<file path="config.mk">
export PLATFORM = sky130hd
export DESIGN_NAME = bcd2bin_seq
export DESIGN_NICKNAME = d
export VERILOG_FILES = /design/src/rtl/bcd2bin_pkg.sv /design/src/rtl/bcd2bin_seq_adj.sv /design/src/rtl/bcd2bin_seq.sv
export SDC_FILE = /design/constraint.sdc
export NUM_CORES = 1
export LEC_CHECK = 0
export ABC_AREA = 1
export CAP_MARGIN = 20
export CELL_PAD_IN_SITES_DETAIL_PLACEMENT = 1
export CELL_PAD_IN_SITES_GLOBAL_PLACEMENT = 2
export CORE_MARGIN = 2
export CORE_UTILIZATION = 28
export CTS_CLUSTER_DIAMETER = 40
export DETAILED_ROUTE_END_ITERATION = 12
export PLACE_DENSITY = 0.75
export RECOVER_POWER = 25
export SLEW_MARGIN = 20
export SYNTH_ARGS = -nofsm -noshare
export SYNTH_HDL_FRONTEND = slang
export SYNTH_SLANG_ARGS = --single-unit
</file>
<file path="constraint.sdc">
create_clock -name clk -period 1.4 [get_ports clk]
set_input_delay 0.35 -clock clk [delete_from_list [all_inputs] [get_ports clk]]
set_output_delay 0.35 -clock clk [all_outputs]
set_load 0.01 [all_outputs]
</file>
<file path="src/rtl/bcd2bin_pkg.sv">
// bcd2bin_pkg: shared types and constants for the BCD-to-binary converter.
package bcd2bin_pkg;
    typedef enum logic [1:0] {IDLE, SHIFT, DONE} state_t;
    typedef logic [3:0] bcd_t;
    localparam bcd_t BCD_MAX    = 4'd9;
    localparam bcd_t BCD_ADJ_TH = 4'd8;
endpackage

</file>
<file path="src/rtl/bcd2bin_seq_adj.sv">
// bcd_digit_adj: reverse double-dabble correction, subtract 3 from a digit of 8 or more.
module bcd_digit_adj
    import bcd2bin_pkg::*;
(
    input  logic [3:0] d,
    output logic [3:0] q
);
    assign q = (d >= BCD_ADJ_TH) ? d - 4'd3 : d;
endmodule

</file>
<file path="src/rtl/bcd2bin_seq.sv">
// bcd2bin_seq: sequential 3-digit BCD to binary converter (reverse double-dabble).
// Define BCD2BIN_ERR_EN to flag digits above 9 with err and a one-edge early DONE.
module bcd2bin_seq
    import bcd2bin_pkg::*;
#(
    parameter int BIN_W = 12
) (
    input  logic             clk,
    input  logic             rst_n,
    input  logic             start,
    input  logic [3:0]       bcd0,
    input  logic [3:0]       bcd1,
    input  logic [3:0]       bcd2,
    output logic             busy,
    output logic             valid,
    output logic [BIN_W-1:0] bin,
    output logic             err
);
    localparam int CW = $clog2(BIN_W + 1);

    state_t           state, nxt;
    logic [11:0]      sr, sh;
    logic [BIN_W-1:0] acc, acc_sh;
    logic [CW-1:0]    cnt;
    bcd_t             a0, a1, a2;
    logic             bad, last, cap;

`ifdef BCD2BIN_ERR_EN
    assign bad = (bcd0 > BCD_MAX) || (bcd1 > BCD_MAX) || (bcd2 > BCD_MAX);
`else
    assign bad = 1'b0;
`endif

    assign cap    = (state == IDLE) && start;
    assign last   = cnt == CW'(BIN_W - 1);
    assign sh     = {1'b0, sr[11:1]};
    assign acc_sh = {sr[0], acc[BIN_W-1:1]};
    assign busy   = state != IDLE;
    assign valid  = state == DONE;

    bcd_digit_adj u_adj0 (.d(sh[3:0]),  .q(a0));
    bcd_digit_adj u_adj1 (.d(sh[7:4]),  .q(a1));
    bcd_digit_adj u_adj2 (.d(sh[11:8]), .q(a2));

    always_ff @(posedge clk or negedge rst_n)
        if (!rst_n) state <= IDLE;
        else        state <= nxt;

    always_comb begin
        nxt = state;
        if (cap)                          nxt = bad ? DONE : SHIFT;
        else if (state == SHIFT && last)  nxt = DONE;
        else if (state == DONE)           nxt = IDLE;
    end

    always_ff @(posedge clk or negedge rst_n)
        if (!rst_n) begin
            sr  <= '0;
            acc <= '0;
            cnt <= '0;
            bin <= '0;
        end else if (cap) begin
            sr  <= {bcd2, bcd1, bcd0};
            acc <= '0;
            cnt <= '0;
            if (bad) bin <= '0;
        end else if (state == SHIFT) begin
            sr  <= {a2, a1, a0};
            acc <= acc_sh;
            cnt <= cnt + CW'(1);
            if (last) bin <= acc_sh;
        end

`ifdef BCD2BIN_ERR_EN
    always_ff @(posedge clk or negedge rst_n)
        if (!rst_n)                     err <= 1'b0;
        else if (cap && bad)            err <= 1'b1;
        else if (state == SHIFT && last) err <= 1'b0;
`else
    assign err = 1'b0;
`endif
endmodule

</file>
# --- Yosys cells after proc, flatten, opt, wreduce, memory -nomap -nowiden ---
# Cells that the tools add are included.
word_totals:
  register_bits: 42
  latch_bits: 0
  ram_bits: 0
  rom_bits: 0
  input_bits: 15
  out_inout_bits: 15
  mem_count: 0
classes:
  n_addsub: 4
  mul: 0
  n_div: 0
  magnitude_cmp: 3
  n_eq_ne: 3
  n_shift: 0
  mux: 12
  n_bitwise: 1
  n_reduce_logical: 7
ops:
  columns: ["op", "n"]
  rows:
  - ["2-to-1 mux 12 bit", 4]
  - ["2-to-1 mux 4 bit", 5]
  - ["greater-or-equal comparator 4 bit, second input constant", 2]
  - ["subtractor 4 x 2 -> 4 bit, second input constant", 2]
  - ["2-to-1 mux 2 bit", 3]
  - ["adder 4 x 1 -> 4 bit, second input constant", 1]
  - ["== test 4 bit, second input constant", 1]
  - ["greater-or-equal comparator 3 x 4 -> 1 bit, second input constant", 1]
  - ["nonzero test 2 bit", 2]
  - ["subtractor 3 x 2 -> 4 bit, second input constant", 1]
  - ["AND reduction 3 bit", 1]
  - ["nonzero test 3 bit", 1]
  - ["== test 2 x 1 -> 1 bit, second input constant", 1]
  - ["== test 2 bit, second input constant", 1]
  - ["logical AND 1 bit", 2]
  - ["zero test 2 bit", 1]
  - ["NOT 1 bit", 1]

# --- Longest topological paths before layout ---
logic_depth:
  word_depth: 4
  depth_mapped: 8
  ltp_nobuf: 8

# --- Hierarchy ---
# From an unflattened synthesis, not the netlist that was laid out.
hier_totals:
  hier_cells: 252
  area_unflattened_um2: 2000.7
modules_own_cells:
  columns: ["mod", "n_inst", "cells_per_inst", "area_each_um2"]
  rows:
  - ["bcd2bin_seq", 1, 204, 1734.2]
  - ["bcd_digit_adj", 3, 16, 88.8]

# --- Least setup slack after synthesis ---
# OpenSTA, ideal clock, no wires.
synth_timing:
  kind: "reg-to-reg"
  start: "reg cnt[0]"
  end: "reg bin[3]"
  setup_ps: 118
  t_arrival_ps: 1085
  slack_ps: 197
  path_stages_with_launch: 8
  path_buffers: 1
  synth_period_minus_slack_ps: 1203
  cell_sequence: "dfrtp_1 ha_1 nand3_1 nor2_4 inv_2 buf_6 nand2_1 o21ai_2"
synth_between:
  elab_chain_cells: 2
synth_rtl:
  columns: ["item", "line", "text"]
  rows:
  - ["from (decl)", "bcd2bin_seq.sv:24", "logic [CW-1:0] cnt;"]
  - ["from (signal assigned)", "bcd2bin_seq.sv:70", "cnt <= cnt + CW'(1);"]
  - ["== test 4 bit", "bcd2bin_seq.sv:35", "assign last = cnt == CW'(BIN_W - 1);"]
  - ["AND reduction 3 bit (no line)", null, null]
  - ["to (signal assigned)", "bcd2bin_seq.sv:71", "if (last) bin <= acc_sh;"]
  - ["to (decl)", "bcd2bin_seq.sv:16", "output logic [BIN_W-1:0] bin,"]
# Every way passes these cells.
# A chain may end at the register's enable or synchronous reset.

# --- Worst setup path after layout ---
layout_timing:
  start: "reg state[0]"
  end: "out valid"
layout_between:
  elab_chain_cells: 1
layout_rtl:
  columns: ["item", "line", "text"]
  rows:
  - ["from (decl)", "bcd2bin_seq.sv:21", "state_t state, nxt;"]
  - ["from (signal assigned)", "bcd2bin_seq.sv:47", "else state <= nxt;"]
  - ["== test 2 bit", "bcd2bin_seq.sv:39", "assign valid = state == DONE;"]
  - ["to (decl)", "bcd2bin_seq.sv:15", "output logic valid,"]
# Every way passes these cells.

==> out/metrics.yaml <==
cts:
  cts-hold-fix-buffers: 0
  cts_made_buffers: 5
  cts_sinks: 41
  cts-root-buf: "clkbuf_8"
  cts_tree: "done"
  htreeDepth: 2
  cts.clk_slew.worst_paths_ps: 80
  clk_latency_ps: 290
  clockBufferDepth: 2
global_route:
  grt_usage_pct: 13.04
  grt_max_degree: 23
  antenna_found_initial: 0
  grt-ovfl-total: 0
  grt_first_pass_wirelength_um: 7797
  grt_pass1_vias: 1613
detailed_routing:
  routedWlPerCell_um: 12.17
  drtIter0Drc: 80
  wirelength_um: 4442
  ant_nets: 0
  vias: 1596
  drt-pass1-iter-count: 4
  drcViolationCount: 0
  via_per_inst: 4.373
final_layout:
  final_cell_count_no_fill: 365
  antenna_cells: 0
  final_common_cell: "nand2_1"
  final_cell_mix: "74 x nand2_1, 41 x dfrtp_1, 29 x inv_1, 18 x nand3_1, 13 x clkdlybuf4s50_1"
  fin_nets: 289
  drive_above_1_share_pct: 17.10
  syn_to_final_growth_pct: 27.86
  final_util_pct: 37.23
  final_cell_area_um2: 2544
setup_path:
  slowest_stage: "dfrtp_1"
  slowest_delay_ps: 430
  path_cells: "buf_6, nor2_4, buf_6"
  crit_fanout: 3
  critPathLaunchType: "flip-flop"
  cp.required_ps: 1050
  crit_path_end_kind: "output port"
  worstSetupPathType: "flip-flop to output port"
  critPathArrivalTime_ps: 1040
  crit_top_cell: "buf_6"
die:
  core_area_um2: 6832
  die_h_um: 88.29
  dieArea_um2: 7795
  die_w_um: 88.29
  rows: 30
  initial_utilization_pct: 29.12
  io_pins: 30
sta:
  report.final.slew_viol_count: 0
  finalHoldViolations: 0
  slew_headroom_pct: 30.54
  min_period_ps: 1391
  tightest_slew_ps: 1042
  grt_setup_unrepaired: "yes"
  fmax_mhz: 718.7
  period_share_pct: 99.39
  setup_viol: 0
  clock_skew_ps: 4.677
synthesis:
  synth_top_area_share_pct: 51.57
  synth.cell_area_um2: 1989
  yosysWarnings: 0
  synth_top_cell_by_area: "dfrtp_1"
  syn-num-nets: 250
  synth_cell_types: 24
  ys_top_cells_by_area: "dfrtp_1 52%, nand2_1 14%, inv_1 5.5%"
  yosys_register_bits: 41
  seq_area_frac_synth_pct: 51.57
  syn_avg_cell_area_um2: 8.650
  synth_cells: 230
power_and_ir_drop:
  power.total_uw: 4986
  p_leak_uw: 0.001292
  ir_drop_uv: 617.9
  powerDensity_nw_per_um2: 1960
worst_hold_path:
  hold_class: "input pin to asynchronous set/reset pin"
run:
  drv_cap: 0
placement:
  portBuffers: 28
  place_congestion: 0.7174
  place_area_um2: 2447
  post-place-cells: 357
  post-dp-hpwl_um: 3309
run_status:
  status: "completed"
## through the flow
stage / setup slack [ps] / TNS (ps) / hold WS, ps
4_1_cts: -7.854 / -7.854 / 4.839
3_3_place_gp: -167.6 / -2101 / 325.7
5_1_grt: -31.98 / -131.6 / 301.6
2_1_floorplan: 197.0 / 0 / 54.41
6_report: 8.507 / 0 / 216.6
3_5_place_dp: -175.6 / -3087 / 322.2
## cell type report
type | count | area, um^2
Clock buffer | 7 | 86.33
Fill cell | 827 | 4288
Inverter | 33 | 123.9
Tap cell | 96 | 120.1
Sequential cell | 41 | 1026
Timing Repair Buffer | 42 | 401.6
Multi-Input combinational cell | 146 | 785.8
## critical path, delay by kind of cell (launching register included)
family | cells | cell delay [ps]
buffers and inverters | 2 | 240
AND/OR/NAND/NOR | 1 | 70
flip-flops | 1 | 430
## worst paths after layout
| path | start | endpoint | cells past startpoint | slack [ps] |
|---|---|---|---|---|
| worst max-delay path | state[0] | valid | 3 | 9 |
| worst min-delay path | rst_n | bin[7] | 1 | 220 |
| worst max register to register | state[0] | bin[4] | 8 | 90 |
| worst min register to register | bin[0] | bin[0] | 2 | 470 |
| max in group asynchronous | rst_n | bin[2] | 2 | 500 |
| min in group clk | bin[0] | bin[0] | 2 | 470 |
## sequential cells by signal (all words and copies together), names as in the netlist
signal	cells
acc	11
bin	12
cnt	4
sr	12
state	2
## synthesized netlist by cell type, drive strengths merged
| library cell | count |
|---|---|
| ha | 5 |
| buf | 9 |
| dfrtp | 41 |
| inv | 32 |
| o211ai | 2 |
| clkbuf | 1 |
| o21ai | 17 |
| a21oi | 2 |
| nand2 | 80 |
| nor2 | 5 |
| nand3b | 5 |
| o21a | 1 |
| conb | 1 |
| o22ai | 9 |
| clkinv | 1 |
| nand3 | 19 |
## metal layers
layer | wire, um | track usage [%] | vias up | part of all wire, %
met5 | 0 | 0 | - | 0
met4 | 74 | 4.545 | 0 | 1.7
met3 | 128 | 3.451 | 4 | 2.9
met2 | 2007 | 19.62 | 23 | 45
met1 | 2232 | 18.22 | 771 | 50
li1 | - | - | 798 | -
## kinds of logic (layout without fill, tap and decap cells)
logic type                 Yosys count  count (layout)  share of synthesized area (%)
and+or+nand+nor                    109             109                          24.59
other                                1               1                         0.1885
DFF                                 41              41                          51.57
AOI/OAI and AO/OA                   31              31                          10.63
buffers and inverters               43              82                          9.873
adders and majority gates            5               5                          3.145
## what timing repair did
| item | CTS | global route |
|---|---|---|
| setup endpoints to repair | 14 | 20 |
| pin swaps | 2 | 0 |
| setup buffers | 1 | 0 |
| gates resized for setup | 24 | 3 |
| hold endpoints to repair | 0 | 0 |
## power breakdown
part	internal [uW]	switching [uW]
sequential	1680	358
combinational	923	1240
clock	391	388
(Power assumes the default switching activity.)
